===== config.mk =====
export PLATFORM = sky130hd
export DESIGN_NAME = simon_sequencer
export DESIGN_NICKNAME = d
export VERILOG_FILES = /design/src/rtl/simon_sequencer.sv
export SDC_FILE = /design/constraint.sdc
export NUM_CORES = 1
export LEC_CHECK = 0
export ABC_AREA = 1
export BUFFER_PORTS_ARGS = -buffer_cell sky130_fd_sc_hd__buf_2
export CAP_MARGIN = 20
export CORE_ASPECT_RATIO = 1.5
export CORE_MARGIN = 10
export CORE_UTILIZATION = 37
export DETAILED_ROUTE_END_ITERATION = 7
export GPL_TIMING_DRIVEN = 0
export SLEW_MARGIN = 0
export SYNTH_ARGS = -nofsm -noshare
export SYNTH_HDL_FRONTEND = slang
export SYNTH_SLANG_ARGS = --single-unit

===== constraint.sdc =====
create_clock -name clock -period 8 [get_ports clock]
set_input_delay 0.8 -clock clock [delete_from_list [all_inputs] [get_ports clock]]
set_output_delay 0.8 -clock clock [all_outputs]
set_load 0.05 [all_outputs]

===== src/rtl/simon_sequencer.sv =====
// simon_sequencer: Simon Says round controller.
// Builds an LFSR-driven arrow sequence, plays it back on show_dir, then checks
// the player's presses against it. Each completed round grows the sequence by one.
// Optional feature macro: SIMON_TIMEOUT_EN (WAIT_IN gives up after TIMEOUT_CYCLES -> LOSE).
module simon_sequencer #(
    parameter int unsigned MAX_LEN        = 16,
    parameter int unsigned SHOW_CYCLES    = 25000000,
    parameter int unsigned GAP_CYCLES     = 12500000,
    parameter int unsigned TIMEOUT_CYCLES = 250000000
) (
    input  logic       clock,
    input  logic       resetn,
    input  logic       start,
    input  logic [2:0] direction_in,
    output logic [2:0] show_dir,
    output logic [4:0] round,
    output logic       playing,
    output logic       awaiting_input,
    output logic       win,
    output logic       lose
);

    typedef enum logic [2:0] {
        S_IDLE, S_CLEAR, S_ADD, S_SHOW_ON, S_SHOW_OFF, S_WAIT_IN, S_WIN, S_LOSE
    } state_t;

    localparam logic [31:0] LP_SHOW_LAST = 32'(SHOW_CYCLES - 1);
    localparam logic [31:0] LP_GAP_LAST  = 32'(GAP_CYCLES - 1);
    localparam logic [4:0]  LP_MAX_LEN   = 5'(MAX_LEN);
    localparam logic [15:0] LP_SEED      = 16'hACE1;
`ifdef SIMON_TIMEOUT_EN
    localparam logic [31:0] LP_TMO_LAST  = 32'(TIMEOUT_CYCLES - 1);
`else
    localparam logic [31:0] LP_TIMEOUT_UNUSED = 32'(TIMEOUT_CYCLES);
`endif

    // Fibonacci LFSR step, taps 16/14/13/11, shifting left.
    function automatic logic [15:0] f_lfsr_next(input logic [15:0] l);
        return {l[14:0], l[15] ^ l[13] ^ l[12] ^ l[10]};
    endfunction

    state_t      r_state;
    state_t      w_state_nxt;
    logic [1:0]  r_mem [MAX_LEN];
    logic [4:0]  r_len, w_len_nxt;
    logic [4:0]  r_idx, w_idx_nxt;
    logic [31:0] r_phase, w_phase_nxt;
    logic [15:0] r_lfsr;
    logic        r_prev_none;
    logic        w_wr_en;
    logic        w_press;
    logic [4:0]  w_last_idx;
    logic [1:0]  w_rd_cur, w_rd_nxt;
    logic [2:0]  w_show_nxt;
    logic [2:0]  r_show_dir;
    logic        r_playing, r_awaiting, r_win, r_lose;
`ifdef SIMON_TIMEOUT_EN
    logic [31:0] r_tmo, w_tmo_nxt;
`endif

    // A press is a non-none code following a none cycle, so a held key counts once.
    assign w_press    = ~direction_in[2] & r_prev_none;
    assign w_last_idx = r_len - 5'd1;

    // Read the stored arrow at the current index for press comparison.
    always_comb begin
        w_rd_cur = 2'b00;
        for (int i = 0; i < int'(MAX_LEN); i++) begin
            w_rd_cur = (5'(i) == r_idx) ? r_mem[i] : w_rd_cur;
        end
    end

    // Next-state and counter update logic for the round FSM.
    always_comb begin
        w_state_nxt = r_state;
        w_len_nxt   = r_len;
        w_idx_nxt   = r_idx;
        w_phase_nxt = r_phase;
        w_wr_en     = 1'b0;
`ifdef SIMON_TIMEOUT_EN
        w_tmo_nxt   = r_tmo;
`endif
        case (r_state)
            S_IDLE, S_WIN, S_LOSE: begin
                if (start) w_state_nxt = S_CLEAR;
                else       w_state_nxt = r_state;
            end
            S_CLEAR: begin
                w_len_nxt   = 5'd0;
                w_state_nxt = S_ADD;
            end
            S_ADD: begin
                w_wr_en     = 1'b1;
                w_len_nxt   = r_len + 5'd1;
                w_idx_nxt   = 5'd0;
                w_phase_nxt = 32'd0;
                w_state_nxt = S_SHOW_ON;
            end
            S_SHOW_ON: begin
                if (r_phase == LP_SHOW_LAST) begin
                    w_phase_nxt = 32'd0;
                    w_state_nxt = S_SHOW_OFF;
                end else begin
                    w_phase_nxt = r_phase + 32'd1;
                end
            end
            S_SHOW_OFF: begin
                if (r_phase == LP_GAP_LAST) begin
                    w_phase_nxt = 32'd0;
                    if (r_idx == w_last_idx) begin
                        w_idx_nxt   = 5'd0;
                        w_state_nxt = S_WAIT_IN;
`ifdef SIMON_TIMEOUT_EN
                        w_tmo_nxt   = 32'd0;
`endif
                    end else begin
                        w_idx_nxt   = r_idx + 5'd1;
                        w_state_nxt = S_SHOW_ON;
                    end
                end else begin
                    w_phase_nxt = r_phase + 32'd1;
                end
            end
            S_WAIT_IN: begin
                if (w_press) begin
`ifdef SIMON_TIMEOUT_EN
                    w_tmo_nxt = 32'd0;
`endif
                    if (direction_in[1:0] != w_rd_cur) begin
                        w_state_nxt = S_LOSE;
                    end else if (r_idx == w_last_idx) begin
                        if (r_len == LP_MAX_LEN) w_state_nxt = S_WIN;
                        else                     w_state_nxt = S_ADD;
                    end else begin
                        w_idx_nxt = r_idx + 5'd1;
                    end
                end else begin
`ifdef SIMON_TIMEOUT_EN
                    // A press in the expiry cycle takes the branch above instead.
                    if (r_tmo == LP_TMO_LAST) w_state_nxt = S_LOSE;
                    else                      w_tmo_nxt   = r_tmo + 32'd1;
`else
                    w_state_nxt = S_WAIT_IN;
`endif
                end
            end
            default: w_state_nxt = S_IDLE;
        endcase
    end

    // Decode next-cycle outputs so the registered outputs line up with the state.
    always_comb begin
        w_rd_nxt   = 2'b00;
        w_show_nxt = 3'b111;
        for (int i = 0; i < int'(MAX_LEN); i++) begin
            w_rd_nxt = (5'(i) == w_idx_nxt) ? r_mem[i] : w_rd_nxt;
        end
        if (w_state_nxt == S_SHOW_ON) begin
            // Leaving ADD with len==0 shows the arrow being written this very cycle.
            if (w_wr_en && (w_idx_nxt == r_len)) w_show_nxt = {1'b0, r_lfsr[1:0]};
            else                                 w_show_nxt = {1'b0, w_rd_nxt};
        end else begin
            w_show_nxt = 3'b111;
        end
    end

    // FSM state register.
    always_ff @(posedge clock or negedge resetn) begin
        if (!resetn) r_state <= S_IDLE;
        else         r_state <= w_state_nxt;
    end

    // Sequence storage: the ADD cycle captures the LFSR's low bit pair at index len.
    always_ff @(posedge clock or negedge resetn) begin
        if (!resetn) begin
            for (int i = 0; i < int'(MAX_LEN); i++) r_mem[i] <= 2'b00;
        end else begin
            for (int i = 0; i < int'(MAX_LEN); i++) begin
                if (w_wr_en && (5'(i) == r_len)) r_mem[i] <= r_lfsr[1:0];
            end
        end
    end

    // Counters, LFSR, press history and registered outputs.
    always_ff @(posedge clock or negedge resetn) begin
        if (!resetn) begin
            r_len       <= 5'd0;
            r_idx       <= 5'd0;
            r_phase     <= 32'd0;
            r_lfsr      <= LP_SEED;
            r_prev_none <= 1'b1;
            r_show_dir  <= 3'b111;
            r_playing   <= 1'b0;
            r_awaiting  <= 1'b0;
            r_win       <= 1'b0;
            r_lose      <= 1'b0;
`ifdef SIMON_TIMEOUT_EN
            r_tmo       <= 32'd0;
`endif
        end else begin
            r_len       <= w_len_nxt;
            r_idx       <= w_idx_nxt;
            r_phase     <= w_phase_nxt;
            r_lfsr      <= f_lfsr_next(r_lfsr);
            r_prev_none <= direction_in[2];
            r_show_dir  <= w_show_nxt;
            r_playing   <= (w_state_nxt == S_SHOW_ON) || (w_state_nxt == S_SHOW_OFF);
            r_awaiting  <= (w_state_nxt == S_WAIT_IN);
            r_win       <= (w_state_nxt == S_WIN);
            r_lose      <= (w_state_nxt == S_LOSE);
`ifdef SIMON_TIMEOUT_EN
            r_tmo       <= w_tmo_nxt;
`endif
        end
    end

    assign show_dir       = r_show_dir;
    assign round          = r_len;
    assign playing        = r_playing;
    assign awaiting_input = r_awaiting;
    assign win            = r_win;
    assign lose           = r_lose;

endmodule


Word level (Yosys, flattened, before mapping)
Cells that the tools add are included.

Add/sub/neg operators: 4. Equality and inequality tests: 63. Muxes and demuxes: 54. Bitwise gates (word level): 5. Reductions and logical operators: 25.

Operator list (number): 4-bit by 5-bit equality test with 1-bit output, first input constant (24); 32-bit one-hot mux with 3 select lines (1); 2-bit 2-to-1 mux (33); 32-bit 2-to-1 mux (2); 3-bit by 5-bit equality test with 1-bit output, first input constant (12); 32-bit by 1-bit adder with 32-bit output, second input constant (1); 32-bit by 24-bit equality test with 1-bit output, second input constant (1); 32-bit by 25-bit equality test with 1-bit output, second input constant (1); 2-bit by 5-bit equality test with 1-bit output, first input constant (6); 3-bit 2-to-1 mux (9); 5-bit 2-to-1 mux (5); 3-bit equality test, second input constant (8); 3-bit one-hot mux with 6 select lines (1); 1-bit logical AND (17); 1-bit by 5-bit equality test with 1-bit output, first input constant (3); 5-bit logical NOT (3); 5-bit one-hot mux with 3 select lines (1); 5-bit by 1-bit adder with 5-bit output, second input constant (2); 5-bit equality test (2); 5-bit one-hot mux with 2 select lines (1); 3-bit by 2-bit equality test with 1-bit output, second input constant (3); 5-bit equality test, second input constant (1); 5-bit by 1-bit subtractor with 5-bit output, second input constant (1); 3-bit by 1-bit equality test with 1-bit output, second input constant (1); 10 further kinds (12).

Bits in registers: 101. Input port bits: 6. Output and inout bits: 12. Word-level logic and storage cells: 178.

Longest topological paths before layout
Word-level depth: 40. Depth in mapped cells: 44. Mapped depth without buffers: 44.

Least setup slack after synthesis
Ideal clock, no wire load.

Path kind: register -> register. Start: register r_len[0], in the netlist round[0]. End: register r_show_dir[0], in the netlist show_dir[0]. Library setup time: 0.076 ns. Arrival: 3.480 ns. Data required time: 7.924 ns. Setup slack: 4.444 ns. Stages on the path, launching flop included: 26. Path buffers: 1. Period minus slack after synthesis: 3.556 ns. Path through: dfrtp_1 inv_1 ha_1 xnor2_1 xor2_1 o2111ai_1 nor2_1 clkbuf_1 nand2_1 o21ai_0 nand4_1 nand2_1 nand2_1 nand3_2 nand3_4 nor2_4 nand2_2 nor2_4 inv_2 or2_0 nand2_1 nand4_1 nand2_1 nand3_1 nand2_1 nand2_1.

Longest elaborated chain between the ends: 25. Elaborated cells on any way between the ends: 53. Those cells by class: add/sub: 1; eq/ne: 19; mux: 31; reduce/logical: 2.

Ends and longest elaborated chain: from (decl) (RTL line 45) `logic [4:0] r_len, w_len_nxt;`; from (signal assigned) (RTL line 201) `r_len <= w_len_nxt;`; 5-bit by 1-bit subtractor with 5-bit output * (RTL line 63) `assign w_last_idx = r_len - 5'd1;`; 5-bit equality test * (RTL line 110, 131); 5-bit 2-to-1 mux (RTL line 131) `end else if (r_idx == w_last_idx) begin`; 5-bit 2-to-1 mux (RTL line 129) `if (direction_in[1:0] != w_rd_cur) begin`; 5-bit 2-to-1 mux (RTL line 125) `if (w_press) begin`; 5-bit one-hot mux with 3 select lines * (RTL line 83) `case (r_state)`; via w_idx_nxt[1] (RTL line 46) `logic [4:0] r_idx, w_idx_nxt;`; 5-bit logical NOT (RTL line 156) `w_rd_nxt = (5'(i) == w_idx_nxt) ? r_mem[i] : w_rd_nxt;`; 2-bit 2-to-1 mux (16 in a row) (RTL line 156); 2-bit 2-to-1 mux * (RTL line 160) `if (w_wr_en && (w_idx_nxt == r_len)) w_show_nxt = {1'b0, r_lfsr[1:0]};`; 3-bit 2-to-1 mux * (RTL line 158) `if (w_state_nxt == S_SHOW_ON) begin`; via w_show_nxt[0] (RTL line 54) `logic [2:0] w_show_nxt;`; to (signal assigned) (RTL line 206) `r_show_dir <= w_show_nxt;`; to (decl) (RTL line 55) `logic [2:0] r_show_dir;`.

Mark *: on every way through the listed nets, which the timed path passes. The rest lies on a longest branch. A chain may end at the register's enable or synchronous reset.

Worst setup path after layout
Start: register r_idx[1]. End: register r_show_dir[1], in the netlist show_dir[1].

Longest elaborated chain between the ends: 40. Elaborated cells on any way between the ends: 84. Those cells by class: add/sub: 1; eq/ne: 34; mux: 46; reduce/logical: 3.

Ends and longest elaborated chain: from (decl) (RTL line 46); from (signal assigned) (RTL line 202) `r_idx <= w_idx_nxt;`; 5-bit logical NOT (RTL line 69) `w_rd_cur = (5'(i) == r_idx) ? r_mem[i] : w_rd_cur;`; 2-bit 2-to-1 mux (16 in a row) (RTL line 69); 2-bit inequality test (RTL line 129); 5-bit 2-to-1 mux (RTL line 129); 5-bit 2-to-1 mux (RTL line 125); 5-bit one-hot mux with 3 select lines * (RTL line 83); via w_idx_nxt[0] (RTL line 46); 5-bit logical NOT (RTL line 156); 2-bit 2-to-1 mux (16 in a row) (RTL line 156); 2-bit 2-to-1 mux * (RTL line 160); 3-bit 2-to-1 mux * (RTL line 158); via w_show_nxt[1] (RTL line 54).

Marks and branches as above.

==> flow_summary_export.csv <==
group,metric,value,unit
run_status,outcome,"completed",
synth,syn_nets,882,
global_routing,first_global_vias,5578,
timing,slew_viol_final,0,
power,leakage,0.00304,µW
critical_path,cp.required,8300,ps
synth,synth_compound_area_share,12.5,%
drt,drtIter0Drc,358,
global_routing,antenna_found_initial,0,
drt,vias_per_cell,5.11,
critical_path,critPathLaunchType,"flop",
run,cap_violations,0,
place,place_congestion,0.926,
synth,yosys.area_share.simple,31.8,%
critical_path,critical_path.most_common_cell,"nand2_1",
final_layout,diodes,0,
timing,final-setup-viol-count,0,
drt,drt_first_pass_iters,5,
drt,wirelength,16900,µm
final_layout,final_layout_size_suffix_gt1_share,11.1,%
synth,muxShareOfSynthArea,0,%
synth,synth_adder_area_share,2.57,%
critical_path,cp_data_arrival_time,4890,ps
place,port_buffers,17,
synth,ys_ff_latch,101,
clock_tree,cts_hold_buf,0,
global_routing,grt_pass1_wl,28200,µm
global_routing,grt_max_degree,67,
final_layout,fin_util,41.7,%
synth,ys_seq_area_share,40.2,%
timing,hold_viol,0,
timing,slew_headroom,44.0,%
timing,fin_crit_sh,57.5,%
floorplanning,start_util,37.7,%
final_layout,fillCellCount,1735,
synth,postSynthCellCount,863,
synth,synth_top_flop_cell,"dfrtp_1",
synth,yosys_warnings,0,
clock_tree,cts_setup_buffers,0,
timing,period_minus_slack,4600,ps
critical_path,slowest_stage,"dfrtp_1",
clock_tree,cts_buffers,9,
floorplanning,die_h,180,µm
power,ir_drop,0.125,mV
place,dp_hpwl,12800,µm
clock_tree,cts_tree,"built",
clock_tree,clkLatencyLatePin,360,ps
timing,rsz0062_at_grt,"false",
critical_path,worstSetupPathType,"flop to flop",
power,power_density,229,nW/µm²
global_routing,overflow,0,
synth,synth-xor-area-share,3.19,%
floorplanning,ios,18,
synth,synth_top_family_by_area,"simple AND/OR/NAND/NOR gates",
timing,fin_tns_setup,0,ps
final_layout,layout.nets,911,
drt,vias,5657,
synth,synth_cell_type_count,48,
critical_path,cpPeakStageDelay,470,ps
drt,wire_per_inst,15.3,µm
clock_tree,cts_sinks,101,
final_layout,syn_to_final_growth,10.7,%
floorplanning,fp.coreArea,16800,µm²
synth,synth-edff-count,0,
min_path,hold_path.class,"flop to flop",
timing,fmax,0.218,GHz
critical_path,crit_path_max_fanout,7,
timing,worst-slew-pin-transition,832,ps
floorplanning,dieWidth,127,µm
synth,synthArstFlopShare,100,%
clock_tree,htreeDepth,3,
clock_tree,cts_resized,0,
synth,synth.avg_cell_area,7.32,µm²
floorplanning,rows,58,
clock_tree,cts_buffer_depth,2,
drt,remaining_drc_errors,0,
global_routing,grt_usage,15.0,%
clock_tree,clk_transition_reported_paths,80,ps
final_layout,layout_common_cells,"nand2_1 (211), inv_1 (127), dfrtp_1 (89)",
floorplanning,die_area,22800,µm²
drt,ant_nets,0,
clock_tree,clockRootBuffer,"clkbuf_16",
timing,finalClockSkew,12.5,ps
critical_path,crit_path_end_kind,"flop",
synth,syn_area,6320,µm²
final_layout,final_common_cell,"nand2_1",
-- cells in the mapped netlist, types with 11 or more instances --
cell      instances  area share, %
nand2_1         211             13
inv_1           127            7.5
dfrtp_1          89             35
nor2_1           80            4.8
o21ai_0          67            5.3
nand3_1          33            2.6
nand4_1          29            2.9
nor3_1           27            2.1
o22ai_1          20            2.0
a21oi_1          18            1.4
xor2_1           17            2.4
inv_2            15           0.89
ha_1             13            2.6
dfstp_2          12            5.0
clkbuf_1         11           0.65
-- final timing paths --
| kind | slack [ps] | from | endpoint | cells after the start |
|---|---|---|---|---|
| worst min register to register | 350 | r_lfsr[8] | r_lfsr[9] | 0 |
| worst max register to register | 3400 | r_idx[1] | show_dir[1] | 36 |
| min in group asynchronous | 410 | resetn | r_mem[3] | 1 |
| worst max-delay path | 3400 | r_idx[1] | show_dir[1] | 36 |
| worst min-delay path | 350 | r_lfsr[8] | r_lfsr[9] | 0 |
| max in group asynchronous | 6840 | resetn | r_prev_none | 2 |
-- worst max-delay path, delay by kind of cell, from the launching register on --
kind / cells / cell delay (ps)
simple gates: 30 / 3200
flops: 1 / 470
compound gates: 2 / 330
buf+inv: 3 / 300
fa+ha+maj: 1 / 230
-- flip-flops by register name (all words and copies together) (netlist names), 3 cells and up --
| register | flops |
|---|---|
| r_idx | 5 |
| show_dir | 3 |
| r_mem | 32 |
| r_lfsr | 16 |
| r_phase | 32 |
| round | 5 |
| r_state | 3 |
-- per-layer routing --
metal  vias up  track usage, %  part of all wire [%]
met3        38            2.24                   2.9
met2       101            26.8                    52
met4         0            7.22                   3.8
met1      2644            16.8                    41
met5         -               0                     0
li1       2874               -                     -
-- final cells by class --
type / instances / area (µm²) / area share, %
plain buffers: 14 / 68.8 / 0.984
clock buffers: 10 / 239 / 3.42
clock inverters: 6 / 58.8 / 0.841
inverters: 145 / 547 / 7.82
multi-input cells: 603 / 3160 / 45.2
flip-flops and latches: 101 / 2540 / 36.4
well taps: 210 / 263 / 3.76
repair buffers: 18 / 115 / 1.65
-- power breakdown --
part           internal (µW)  leakage, µW  switching, µW  total, µW
Clock                    225     0.000136            212        437
Combinational            156      0.00154            434        590
Sequential               546      0.00136           28.8        575
-- cell families (layout without fill, tap and decap cells) --
| group | count (synthesis) | in the layout |
|---|---|---|
| compound gates | 136 | 136 |
| xor+xnor | 23 | 23 |
| fa+ha+maj | 13 | 13 |
| buf+inv | 159 | 193 |
| flops | 101 | 101 |
| simple gates | 431 | 431 |
-- stage by stage --
step	area (µm²)	cells	total power (µW)	hold slack, ps	worst slack [ps]
floorplan	6320	863	1010	331	4440
global placement	6670	1090	1170	336	3450
detailed placement	6700	1091	1170	339	3440
CTS	6990	1107	1620	351	3400
global route	6990	1107	1710	357	2900
finish	6990	1107	1600	349	3400
Power figures use the tool's default switching activity.
